[src/rtl/pipe_pkg.sv]
// Shared definitions for pipeline-stage registers: control-bundle field
// positions, the squashed-control constant and entry width helpers.
package pipe_pkg;

  // Control bundle field positions (MEM/WB layout).
  localparam int unsigned CTRL_REGSRC_LSB = 0;
  localparam int unsigned CTRL_REGWRT     = 2;
  localparam int unsigned CTRL_BRANCH     = 3;

  // Squashed control: no register write, no branch. Sliced to CTRL_W at use.
  localparam int unsigned CTRL_MAX_W = 32;
  localparam logic [CTRL_MAX_W-1:0] CTRL_NOP = '0;

  // Payload held per entry, excluding the valid bit: nop + ctrl + wreg + data.
  function automatic int unsigned payload_w(input int unsigned num_data,
                                            input int unsigned data_w,
                                            input int unsigned ctrl_w,
                                            input int unsigned wreg_w);
    return 1 + ctrl_w + wreg_w + num_data * data_w;
  endfunction

  // Total entry width including the valid bit.
  function automatic int unsigned entry_w(input int unsigned num_data,
                                          input int unsigned data_w,
                                          input int unsigned ctrl_w,
                                          input int unsigned wreg_w);
    return 1 + payload_w(num_data, data_w, ctrl_w, wreg_w);
  endfunction

  // Default MEM/WB entry layout.
  localparam int unsigned MEMWB_ENTRY_W = entry_w(4, 16, 4, 3);

  typedef struct packed {
    logic        valid;
    logic        nop;
    logic [3:0]  ctrl;
    logic [2:0]  wreg;
    logic [63:0] data;
  } memwb_entry_t;

endpackage

[src/rtl/dff.sv]
// Enabled D flip-flop cell with synchronous active-high reset to zero.
module dff #(
  parameter int unsigned W = 1
) (
  input  logic         clk,
  input  logic         rst,
  input  logic         en,
  input  logic [W-1:0] d,
  output logic [W-1:0] q
);

  // Reset clears, otherwise capture d when enabled.
  always_ff @(posedge clk) begin
    if (rst)     q <= '0;
    else if (en) q <= d;
  end

endmodule

[src/rtl/pipe_entry.sv]
// One pipeline entry: valid bit plus payload, with load and a synchronous
// clear of the valid bit only (payload is retained on clear).
module pipe_entry #(
  parameter int unsigned W = 8
) (
  input  logic         clk,
  input  logic         rst,
  input  logic         load,
  input  logic         clr,
  input  logic [W-1:0] d_pay,
  output logic         q_valid,
  output logic [W-1:0] q_pay
);

  logic valid_d;

  // Clear wins over load; a load always marks the entry valid.
  always_comb begin
    valid_d = !clr;
  end

  dff #(.W(1)) u_valid (
    .clk (clk),
    .rst (rst),
    .en  (load | clr),
    .d   (valid_d),
    .q   (q_valid)
  );

  dff #(.W(W)) u_pay (
    .clk (clk),
    .rst (rst),
    .en  (load),
    .d   (d_pay),
    .q   (q_pay)
  );

endmodule

[src/rtl/pipe_stage_reg.sv]
// Pipeline-stage register with valid/ready handshake, two-entry skid buffer,
// flush, NOP control squashing and a saturating output-bubble counter.
module pipe_stage_reg
  import pipe_pkg::*;
#(
  parameter int unsigned NUM_DATA = 4,
  parameter int unsigned DATA_W   = 16,
  parameter int unsigned CTRL_W   = 4,
  parameter int unsigned WREG_W   = 3,
  parameter int unsigned CNT_W    = 16
) (
  input  logic                       clk,
  input  logic                       rst,
  input  logic                       in_valid,
  output logic                       in_ready,
  input  logic                       in_nop,
  input  logic [CTRL_W-1:0]          in_ctrl,
  input  logic [WREG_W-1:0]          in_wreg,
  input  logic [NUM_DATA*DATA_W-1:0] in_data,
  input  logic                       flush,
  output logic                       out_valid,
  input  logic                       out_ready,
  output logic                       out_nop,
  output logic [CTRL_W-1:0]          out_ctrl,
  output logic [WREG_W-1:0]          out_wreg,
  output logic [NUM_DATA*DATA_W-1:0] out_data,
  output logic [CNT_W-1:0]           bubble_cnt
);

  localparam int unsigned DW    = NUM_DATA * DATA_W;
  localparam int unsigned PAY_W = payload_w(NUM_DATA, DATA_W, CTRL_W, WREG_W);

  logic [PAY_W-1:0] in_pay, main_pay, skid_pay, main_pay_d;
  logic             main_v, skid_v;
  logic             accept, drain;
  logic             main_load, main_clr, skid_load, skid_clr;
  logic [CNT_W-1:0] bubble_cnt_q, bubble_cnt_d;

  assign in_pay   = {in_nop, in_ctrl, in_wreg, in_data};
  // Depends only on the skid valid flop, so no path from out_ready.
  assign in_ready = !skid_v;

  // Steering: main refills from skid when it holds a beat, else from input.
  // Skid is only ever valid while main is valid, and accept is impossible
  // while skid is valid, so the two refill sources never collide.
  always_comb begin
    accept     = in_valid & in_ready;
    drain      = main_v & out_ready;
    main_pay_d = skid_v ? skid_pay : in_pay;
    main_load  = (drain & skid_v) | (accept & (!main_v | drain));
    main_clr   = flush | (drain & !skid_v & !accept);
    skid_load  = accept & main_v & !drain;
    skid_clr   = flush | (drain & skid_v);
  end

  pipe_entry #(.W(PAY_W)) u_main (
    .clk     (clk),
    .rst     (rst),
    .load    (main_load),
    .clr     (main_clr),
    .d_pay   (main_pay_d),
    .q_valid (main_v),
    .q_pay   (main_pay)
  );

  pipe_entry #(.W(PAY_W)) u_skid (
    .clk     (clk),
    .rst     (rst),
    .load    (skid_load),
    .clr     (skid_clr),
    .d_pay   (in_pay),
    .q_valid (skid_v),
    .q_pay   (skid_pay)
  );

  // Present the main entry, squashing control for bubble beats.
  always_comb begin
    out_valid = main_v;
    out_nop   = main_pay[PAY_W-1];
    out_wreg  = main_pay[DW +: WREG_W];
    out_data  = main_pay[DW-1:0];
    out_ctrl  = out_nop ? CTRL_NOP[CTRL_W-1:0] : main_pay[DW+WREG_W +: CTRL_W];
  end

  // Next bubble count: saturating increment on starved cycles.
  always_comb begin
    bubble_cnt_d = bubble_cnt_q;
    if (out_ready && !main_v && (bubble_cnt_q != '1))
      bubble_cnt_d = bubble_cnt_q + CNT_W'(1);
  end

  // Bubble counter register, cleared only by reset.
  always_ff @(posedge clk) begin
    if (rst) bubble_cnt_q <= '0;
    else     bubble_cnt_q <= bubble_cnt_d;
  end

  assign bubble_cnt = bubble_cnt_q;

endmodule
[config.mk]
export PLATFORM = sky130hd
export DESIGN_NAME = pipe_stage_reg
export DESIGN_NICKNAME = d
export VERILOG_FILES = /design/src/rtl/pipe_pkg.sv /design/src/rtl/dff.sv /design/src/rtl/pipe_entry.sv /design/src/rtl/pipe_stage_reg.sv
export SDC_FILE = /design/constraint.sdc
export NUM_CORES = 1
export LEC_CHECK = 0
export CAP_MARGIN = 20
export CORE_UTILIZATION = 40
export CTS_BUF_LIST = sky130_fd_sc_hd__clkbuf_8 sky130_fd_sc_hd__clkbuf_16
export CTS_CLUSTER_DIAMETER = 40
export DETAILED_ROUTE_END_ITERATION = 10
export GPL_ROUTABILITY_DRIVEN = 0
export HOLD_SLACK_MARGIN = 0.15
export PLACE_DENSITY = 0.67
export SYNTH_ARGS = -nofsm -noshare
export SYNTH_HDL_FRONTEND = slang
export SYNTH_SLANG_ARGS = --single-unit
[constraint.sdc]
create_clock -name clk -period 2.7 [get_ports clk]
set_input_delay 0.27 -clock clk [delete_from_list [all_inputs] [get_ports clk]]
set_output_delay 0.27 -clock clk [all_outputs]
set_load 0.05 [all_outputs]
==> out/results.tsv <==
stage	metric	value	unit
clock_network	Sink Count	162	
placement	DPL Wire Length	10100	um
critical_path	Worst EP arrival	1760	ps
global_routing	remaining global-route overflow	0	
global_routing	total track usage	0.180	
placement	Port Buffers	166	
timing	actual slew at the worst max-slew pin	564	ps
hold_path	worst min path class	input pin to flop	
clock_network	CTS Buffer Depth	2	
final_layout	Final nets	964	
yosys	share of the synthesized area in the top cell type	0.463	
yosys	Synth Area in Compound Gates	0.156	
clock_network	htree depth	4	
yosys	largest area contributor in the netlist	dfxtp_1	
timing	crit path time final	2030	ps
route	# DRC	0	
global_routing	vias in the first global route	5051	
yosys	synth warn	0	
clock_network	Post-CTS Hold Fix Bufs	0	
timing	clk_skew	10.3	ps
final_layout	fin util	0.522	
critical_path	CP max stage cell	clkdlybuf4s50_1	
yosys	synthesized instance count	818	
timing	Pins Over Slew Limit	0	
route	Vias	5620	
clock_network	clk_lat worst skew	420	ps
clock_network	postcts setup bufs	0	
yosys	Yosys cell types	33	
timing	slew margin rel.	0.623	
yosys	area of the mapped netlist	0.00700	mm^2
timing	RSZ-0062 raised after global routing	false	
timing	final worst-path cycle share	0.752	
route	drt wl/cell	14.1	um
run_status	status	finished clean	
clock_network	CTS tree	built	
critical_path	crit start category	flop	
floorplanning	initial core utilization	0.407	
critical_path	Worst path max stage delay	890	ps
run	# Max-Cap Violations	0	
floorplanning	I/O pin count	167	
route	DR pass1 iterations	4	
route	1st-iter DRT viols	284	
yosys	syn nets	896	
yosys	mux cell area share after synthesis	0.108	
timing	Fmax achieved	0.492	GHz
floorplanning	cell row count	48	
yosys	synthesized flop and latch total	162	
power	Tot Pwr	5.90	mW
critical_path	CP Cell Sequence	clkdlybuf4s50_1	
global_routing	largest net degree at the start of global routing	89	
critical_path	Crit. End Element	output port	
yosys	register area share after synthesis	0.463	
critical_path	Crit Path Class	flop to output port	
clock_network	CTS buffer count	17	
route	final WL	15900	um
timing	final hold slack	284	ps
global_routing	first-pass GRT wire length	25800	um
clock_network	Reg clk slew, reported paths	60	ps
final_layout	layout cells sized above 1	0.0546	
timing	Final Hold Viols	0	
critical_path	crit-path max FO	8	
power	Pleak	2.97	nW
yosys	Post-Synth XOR/XNOR Area	0	
critical_path	CP Data Required Time	2430	ps
power	worst vdd ir	0.424	mV
timing	setup tns final	0	ps
final_layout	non-filler instance count after layout	1123	
clock_network	CTS Root Cell	clkbuf_16	
power	Power Density	659	mW/mm^2
placement	Placed Instances	1092	
critical_path	CP top delay family	buffers and inverters	
yosys	Synth Area in Adders	0.00179	
yosys	main area contributors after synthesis	dfxtp_1, mux2i_1, nand2_1, a211oi_1, buf_4	
floorplanning	die area	0.0180	mm^2
yosys	syn_area_per_cell	8.56	um^2
final_layout	P&R area growth vs syn	28.0	%
critical_path	crit path buf inv count	1	
yosys	largest family of logic cells by synthesized area	simple AND/OR/NAND/NOR gates	
floorplanning	Core Region	0.0172	mm^2
route	Antenna Violating Nets Remaining	0	
global_routing	antenna violations before repair	1	
floorplanning	Die X-Extent	134	um
timing	final setup violation count	0	
clock_network	cells resized by post-CTS repair	0	
route	Avg Vias per Cell	5.00	
floorplanning	chip height	134	um
yosys	Simple-Gate Fraction of Synth Area	0.163	
-- final timing paths --
check | depth (start not counted) | to | slack [ps] | startpoint
max reg2reg | 5 | bubble_cnt[14]$_SDFFE_PP0P_ | 730 | bubble_cnt[0]$_SDFFE_PP0P_
min reg2reg | 2 | u_skid.u_pay.q[1]$_SDFFE_PP0P_ | 450 | u_skid.u_pay.q[1]$_SDFFE_PP0P_
max | 1 | out_valid | 670 | u_main.u_valid.q$_SDFFE_PP0P_
min | 2 | bubble_cnt[12]$_SDFFE_PP0P_ | 280 | rst
-- stage by stage --
step	instance area (um^2)	setup WS [ps]
floorplan	7000	469
global placement	8370	382
detailed placement	8370	372
CTS	8960	642
global route	8960	588
finish	8960	669
-- metal layers --
layer,track usage,wire length (um),vias to the layer above
met5,0,0,-
met1,0.232,7380,2585
met4,0.0799,338,0
met2,0.285,7460,115
met3,0.0416,692,23
li1,-,-,2897
-- layout make-up --
cell class                 count  area, um^2
fill                        1626        8220
sequential                   162        3250
multi-input combinational    524        3020
timing repair buffer         178        1810
clock buffer                  19         453
tap                          225         282
clock inverter                11         138
inverter                       3        11.3
antenna                        1        2.50
-- registers in the layout, indices dropped and copies added (netlist names) --
name and count:
u_skid.u_valid.q 1, u_main.u_pay.q 72, u_skid.u_pay.q 72, bubble_cnt 16
u_main.u_valid.q 1
-- power breakdown --
part / total (mW) / internal, mW / switching, mW
sequential: 2.55 / 2.50 / 0.0574
combinational: 0.924 / 0.355 / 0.569
clock: 2.43 / 1.49 / 0.941
-- cell families (layout without fill, tap and decap cells) --
group | after synthesis | after routing
AO/OA/AOI/OAI | 176 | 176
multiplexers | 75 | 75
buffers and inverters | 132 | 211
flip-flops | 162 | 162
AND/OR/NAND/NOR | 272 | 272
adder cells (fa/ha/maj) | 1 | 1
other | 0 | 1
-- placed cells by master, fill, tap and decap left out, types with 8 or more instances in the layout --
cell type / netlist / final
a211oi_1: 73 / 73
a21oi_1: 86 / 86
buf_4: 67 / 8
clkbuf_16: 0 / 17
clkdlybuf4s50_1: 0 / 165
dfxtp_1: 162 / 161
mux2i_1: 73 / 73
nand2_1: 153 / 153
nor2_1: 75 / 75
-- cells in the mapped netlist, drive strengths merged --
cell type,count
nand3b,1
mux2,2
mux2i,73
nor4,3
and2,1
dfxtp,162
o21bai,1
nor4bb,1
nand4,7
ha,1
nor3,2
nand2b,2
nand2,153
nand3,3
a211oi,73
or2,1
a22oi,1
clkbuf,51
o31ai,7
a21oi,86
a211o,1
o21ai,7
nor2,75
buf,78
inv,3
or4,7
and4,2
or3,7
nor2b,7
Power figures use the tool's default switching activity.
